--- config.mk ---
export PLATFORM = sky130hd
export DESIGN_NAME = fifo_ctrl_lookahead
export DESIGN_NICKNAME = d
export VERILOG_FILES = /design/src/rtl/fifo_pkg.sv /design/src/rtl/fifo_ctrl_lookahead.sv
export SDC_FILE = /design/constraint.sdc
export NUM_CORES = 1
export LEC_CHECK = 0
export CORE_AREA = 2 2 39 41
export DETAILED_ROUTE_END_ITERATION = 10
export DIE_AREA = 0 0 41 43
export PLACE_DENSITY = 0.82
export REMOVE_ABC_BUFFERS = 1
export SYNTH_ARGS = -nofsm -noshare
export SYNTH_HDL_FRONTEND = slang
export SYNTH_SLANG_ARGS = --single-unit
export TNS_END_PERCENT = 10
--- constraint.sdc ---
create_clock -name clk -period 3.74 [get_ports clk]
set_clock_uncertainty 0.2 [all_clocks]
set_input_delay 0.748 -clock clk [delete_from_list [all_inputs] [get_ports clk]]
set_output_delay 0.748 -clock clk [all_outputs]
set_load 0.03 [all_outputs]
--- src/rtl/fifo_pkg.sv ---
// Shared types and helpers for the look-ahead FIFO controller and its wrapper.
package fifo_pkg;

    // Encoding matches the {wr, rd} request pair so a cast decodes it directly.
    typedef enum logic [1:0] {
        OP_NOP = 2'b00,
        OP_RD  = 2'b01,
        OP_WR  = 2'b10,
        OP_RW  = 2'b11
    } fifo_op_t;

    // Widest pointer the helper supports; callers cast in and out of it.
    localparam int unsigned PTR_MAX_W = 16;

    // Pointer increment; wrap-around comes from truncation at the caller.
    function automatic logic [PTR_MAX_W-1:0] succ(input logic [PTR_MAX_W-1:0] ptr);
        return ptr + PTR_MAX_W'(1);
    endfunction

endpackage

--- src/rtl/fifo_ctrl_lookahead.sv ---
// Pointer/flag controller that runs a dual-read-port register file as a
// first-word-fall-through FIFO with a head+1 look-ahead read address.
module fifo_ctrl_lookahead
    import fifo_pkg::*;
#(
    parameter int ADDR_WIDTH = 2,
    parameter int AF_THRESH  = 3,
    parameter int AE_THRESH  = 1
) (
    input  logic                  clk,
    input  logic                  reset_n,
    input  logic                  wr,
    input  logic                  rd,
    input  logic                  err_clr,
    output logic                  wr_en,
    output logic [ADDR_WIDTH-1:0] w_addr,
    output logic [ADDR_WIDTH-1:0] r_addr1,
    output logic [ADDR_WIDTH-1:0] r_addr2,
    output logic                  empty,
    output logic                  full,
    output logic                  peek_valid,
    output logic [ADDR_WIDTH:0]   count,
    output logic                  almost_full,
    output logic                  almost_empty,
    output logic                  overflow,
    output logic                  underflow
);

    localparam logic [ADDR_WIDTH:0] DEPTH_C = {1'b1, {ADDR_WIDTH{1'b0}}};
    localparam logic [ADDR_WIDTH:0] ONE_C   = {{ADDR_WIDTH{1'b0}}, 1'b1};
    localparam logic [ADDR_WIDTH:0] TWO_C   = ONE_C + ONE_C;
    localparam logic [ADDR_WIDTH:0] AF_C    = (ADDR_WIDTH+1)'(AF_THRESH);
    localparam logic [ADDR_WIDTH:0] AE_C    = (ADDR_WIDTH+1)'(AE_THRESH);

    // Registered state
    logic [ADDR_WIDTH-1:0] w_ptr, r_ptr;
    logic [ADDR_WIDTH:0]   cnt;
    logic                  ovf, udf;

    // Next-state
    logic [ADDR_WIDTH-1:0] w_ptr_nxt, r_ptr_nxt;
    logic [ADDR_WIDTH:0]   cnt_nxt;
    logic                  ovf_nxt, udf_nxt;

    fifo_op_t op;
    logic     do_wr, do_rd;
    logic     set_ovf, set_udf;
    logic     is_empty, is_full;

    // Occupancy-based status; pointer equality is ambiguous when the file is full.
    assign is_empty = (cnt == '0);
    assign is_full  = (cnt == DEPTH_C);

    // Decode the request pair against current occupancy and form next state.
    always_comb begin
        op        = fifo_op_t'({wr, rd});
        do_wr     = 1'b0;
        do_rd     = 1'b0;
        set_ovf   = 1'b0;
        set_udf   = 1'b0;
        w_ptr_nxt = w_ptr;
        r_ptr_nxt = r_ptr;
        cnt_nxt   = cnt;

        case (op)
            OP_NOP: ;
            OP_WR: begin
                if (is_full) set_ovf = 1'b1;
                else         do_wr   = 1'b1;
            end
            OP_RD: begin
                if (is_empty) set_udf = 1'b1;
                else          do_rd   = 1'b1;
            end
            OP_RW: begin
                // Full: the slot being overwritten is the head, read out before the edge.
                // Empty: nothing to pop, so only the write lands.
                do_wr = 1'b1;
                if (is_empty) set_udf = 1'b1;
                else          do_rd   = 1'b1;
            end
            default: ;
        endcase

        if (do_wr) w_ptr_nxt = ADDR_WIDTH'(succ(PTR_MAX_W'(w_ptr)));
        if (do_rd) r_ptr_nxt = ADDR_WIDTH'(succ(PTR_MAX_W'(r_ptr)));

        if (do_wr && !do_rd)      cnt_nxt = cnt + ONE_C;
        else if (do_rd && !do_wr) cnt_nxt = cnt - ONE_C;

        // Clear wins over an error raised on the same edge.
        ovf_nxt = err_clr ? 1'b0 : (ovf | set_ovf);
        udf_nxt = err_clr ? 1'b0 : (udf | set_udf);
    end

    // Pointer, occupancy and sticky error registers.
    always_ff @(posedge clk or negedge reset_n) begin
        if (!reset_n) begin
            w_ptr <= '0;
            r_ptr <= '0;
            cnt   <= '0;
            ovf   <= 1'b0;
            udf   <= 1'b0;
        end else begin
            w_ptr <= w_ptr_nxt;
            r_ptr <= r_ptr_nxt;
            cnt   <= cnt_nxt;
            ovf   <= ovf_nxt;
            udf   <= udf_nxt;
        end
    end

    // Only wr_en depends on the live requests; every flag comes from registers.
    assign wr_en        = do_wr;
    assign w_addr       = w_ptr;
    assign r_addr1      = r_ptr;
    assign r_addr2      = ADDR_WIDTH'(succ(PTR_MAX_W'(r_ptr)));
    assign empty        = is_empty;
    assign full         = is_full;
    assign peek_valid   = (cnt >= TWO_C);
    assign count        = cnt;
    assign almost_full  = (cnt >= AF_C);
    assign almost_empty = (cnt <= AE_C);
    assign overflow     = ovf;
    assign underflow    = udf;

endmodule

==> results of run 1 <==
state kept, by name (all words and copies together), names as in the netlist:
| register | count |
|---|---|
| r_addr1 | 2 |
| count | 3 |
| underflow | 1 |
| w_addr | 2 |
| overflow | 1 |
stage by stage:
stage	power (mW)	utilization, %	hold WS [ns]
floorplan	0.518	-	0.252
detailed placement	0.728	52.9	0.262
global route	0.847	54.8	0.276
finish	0.791	54.8	0.268
global placement	0.718	52.9	0.257
CTS	0.801	54.8	0.273
cells by family after synthesis:
kind of cell | Yosys count | share of synthesized area [%]
AOI/OAI and AO/OA | 7 | 7.48
xor gates and xnor gates | 7 | 12.2
adders and majority gates | 5 | 12.5
buffers and inverters | 6 | 4.49
DFF | 9 | 44.9
and+or+nand+nor | 14 | 18.5
routing by layer:
metal / track usage [%] / routed length (um) / up-vias
met5: 0 / 0 / -
met2: 21.6 / 508 / 18
met3: 1.57 / 91 / 0
li1: - / - / 206
met1: 11.3 / 363 / 182
met4: 8.00 / 0 / 0
worst paths after layout:
| check | to | depth (start not counted) | from |
|---|---|---|---|
| setup / recovery | wr_en | 4 | rd |
| hold / removal | w_addr[1] | 1 | w_addr[1] |
| setup reg to reg | count[2] | 7 | count[0] |
| hold reg to reg | w_addr[1] | 1 | w_addr[1] |
| max in group asynchronous | r_addr1[0] | 1 | reset_n |
| min in group asynchronous | w_addr[0] | 1 | reset_n |
power by group:
part	internal, mW	switching [mW]	total [mW]
combinational	0.234	0.296	0.530
clock	0.0407	0.0281	0.0688
sequential	0.141	0.0504	0.192
area by class of cell:
class                           count  share of cell area [%]
Multi-Input combinational cell     33                    33.5
Sequential cell                     9                    29.7
Inverter                            6                    2.97
Tap cell                           16                    2.64
Timing Repair Buffer               21                    27.7
Clock buffer                        4                    3.47
Yosys cell counts:
cell	number
a21oi_1	4
and2_1	1
and3b_4	1
dfrtp_1	9
ha_1	5
inv_1	6
nand2_1	3
nand2b_1	1
nand3_1	1
nand3b_1	1
nand3b_4	1
nor2_1	4
nor2b_2	1
o21ai_0	2
o21bai_1	1
xnor2_1	4
xor2_1	3
==> results.cfg, run 1 <==
[logic_synthesis]
synth_area_leaders = dfrtp_1 (45%), ha_1 (12%), xnor2_1 (7.0%)
synth_cell_types = 17
synth_cells = 48
synth_top_area_cell = dfrtp_1
ys_seq_area_share_pct = 44.9
netlist_area_sq_um = 502
ys_ff_latch = 9
yosysTopAreaCellShare_pct = 44.9
ys_warn_count = 0
syn_avg_cell_area_sq_um = 10.5

[worst_setup_path]
cp.buffers_inverters = 2
critical-path-max-stage-delay_ns = 0.70
crit_arrival_ns = 2.36
reg2reg_slack_ns = 1.72
crit_path_end_kind = primary output
path_cells = clkdlybuf4s50_1, and3b_4, nor2b_2, clkdlybuf4s50_1
crit_fanout = 4
criticalPathCategory = input pin to primary output
cpLargestDelayFamily = buffers and inverters
critical_path.most_common_cell = clkdlybuf4s50_1
crit_slowest_cell = clkdlybuf4s50_1
start_kind = input pin
required_ns = 2.79

[detailed_routing]
via_count = 406
drc = 0
final_antenna_net_count = 0
routed_wl_um = 964
first_iter_violations = 5
dr.pass1.iters = 2
wire_per_inst_um = 10.8
vias_per_cell = 4.56

[finish]
layout_common_cells = clkdlybuf4s50_1 (21), dfrtp_1 (9), inv_1 (6)
drive_gt1_share_pct = 8.22
antennaDiodeCount = 0
final_area_sq_um = 758
multi_input_area_sq_um = 254
ff_latch_area_sq_um = 225
final_common_cell = clkdlybuf4s50_1
fin_cells = 89
fillCellCount = 125
nets = 84
syn2layout_area_growth_pct = 51.1

[clock_network]
cts_buffers = 3
cts_hold_buf = 0
clock-sinks = 9
clk_latency_ns = 0.25
cts_tree = built
postCtsSetupBuffers = 0
post_cts_resized = 0
cts_buffer_depth = 2
clock-root-buffer = clkbuf_4
cts_max_level = 1
path_clk_slew_ns = 0.05

[global_routing]
grt_pass1_wl_um = 1420
antenna_found_initial = 0
grt_usage_pct = 12.0
grt_max_degree = 10
grt_pass1_vias = 375
grt-ovfl-total = 0

[placed_design]
port-buffer-count = 21
placed_area_sq_um = 732
dp_hpwl_um = 836
finalWeightedCongestion = 0.789
place_inst = 85
dp_slack_ns = 0.441

[sta]
post-route-period-util_pct = 88.5
worst_pin_slew_ns = 0.383
max_freq_ghz = 0.302
slew_headroom_pct = 74.4
setup_tns_ns = 0
rsz0062_at_grt = no
setup_viol = 0
setup_ws_ns = 0.430
hold_viol_final = 0
slew_violations = 0
fin_crit_ns = 3.31

[floorplan]
core_area_sq_mm = 0.00138
io_pins = 22
die_h_um = 43
die_width_um = 41
rows = 14
start_util_pct = 36.3
fp.dieArea_sq_mm = 0.00176

[pwr]
leakage_nw = 0.356
ir_drop_mv = 0.381
cellPowerDensity_mw_per_mm2 = 1040

[run_status]
status = finished, final reports clean

[job]
drv_cap = 0

[worst_hold_path]
min_path_type = flip-flop to flip-flop
Note: power is estimated with default switching activity, not from simulation.
==> run 2, diff against run 1 <==
--- a/config.mk
+++ b/config.mk
@@ -8,6 +8,7 @@
 export CORE_AREA = 2 2 39 41
 export DETAILED_ROUTE_END_ITERATION = 10
 export DIE_AREA = 0 0 41 43
+export GPL_TIMING_DRIVEN = 1
 export PLACE_DENSITY = 0.82
 export REMOVE_ABC_BUFFERS = 1
 export SYNTH_ARGS = -nofsm -noshare
==> results of run 2 <==
No change in the layout: final DEF, timing and power equal those of run 1.
==> run 3, diff against run 2 <==
--- a/config.mk
+++ b/config.mk
@@ -8,9 +8,11 @@
 export CORE_AREA = 2 2 39 41
 export DETAILED_ROUTE_END_ITERATION = 10
 export DIE_AREA = 0 0 41 43
+export GPL_ROUTABILITY_DRIVEN = 0
 export GPL_TIMING_DRIVEN = 1
 export PLACE_DENSITY = 0.82
 export REMOVE_ABC_BUFFERS = 1
+export SLEW_MARGIN = 20
 export SYNTH_ARGS = -nofsm -noshare
 export SYNTH_HDL_FRONTEND = slang
 export SYNTH_SLANG_ARGS = --single-unit
==> results of run 3 <==
No change in the layout: final DEF, timing and power equal those of run 1.
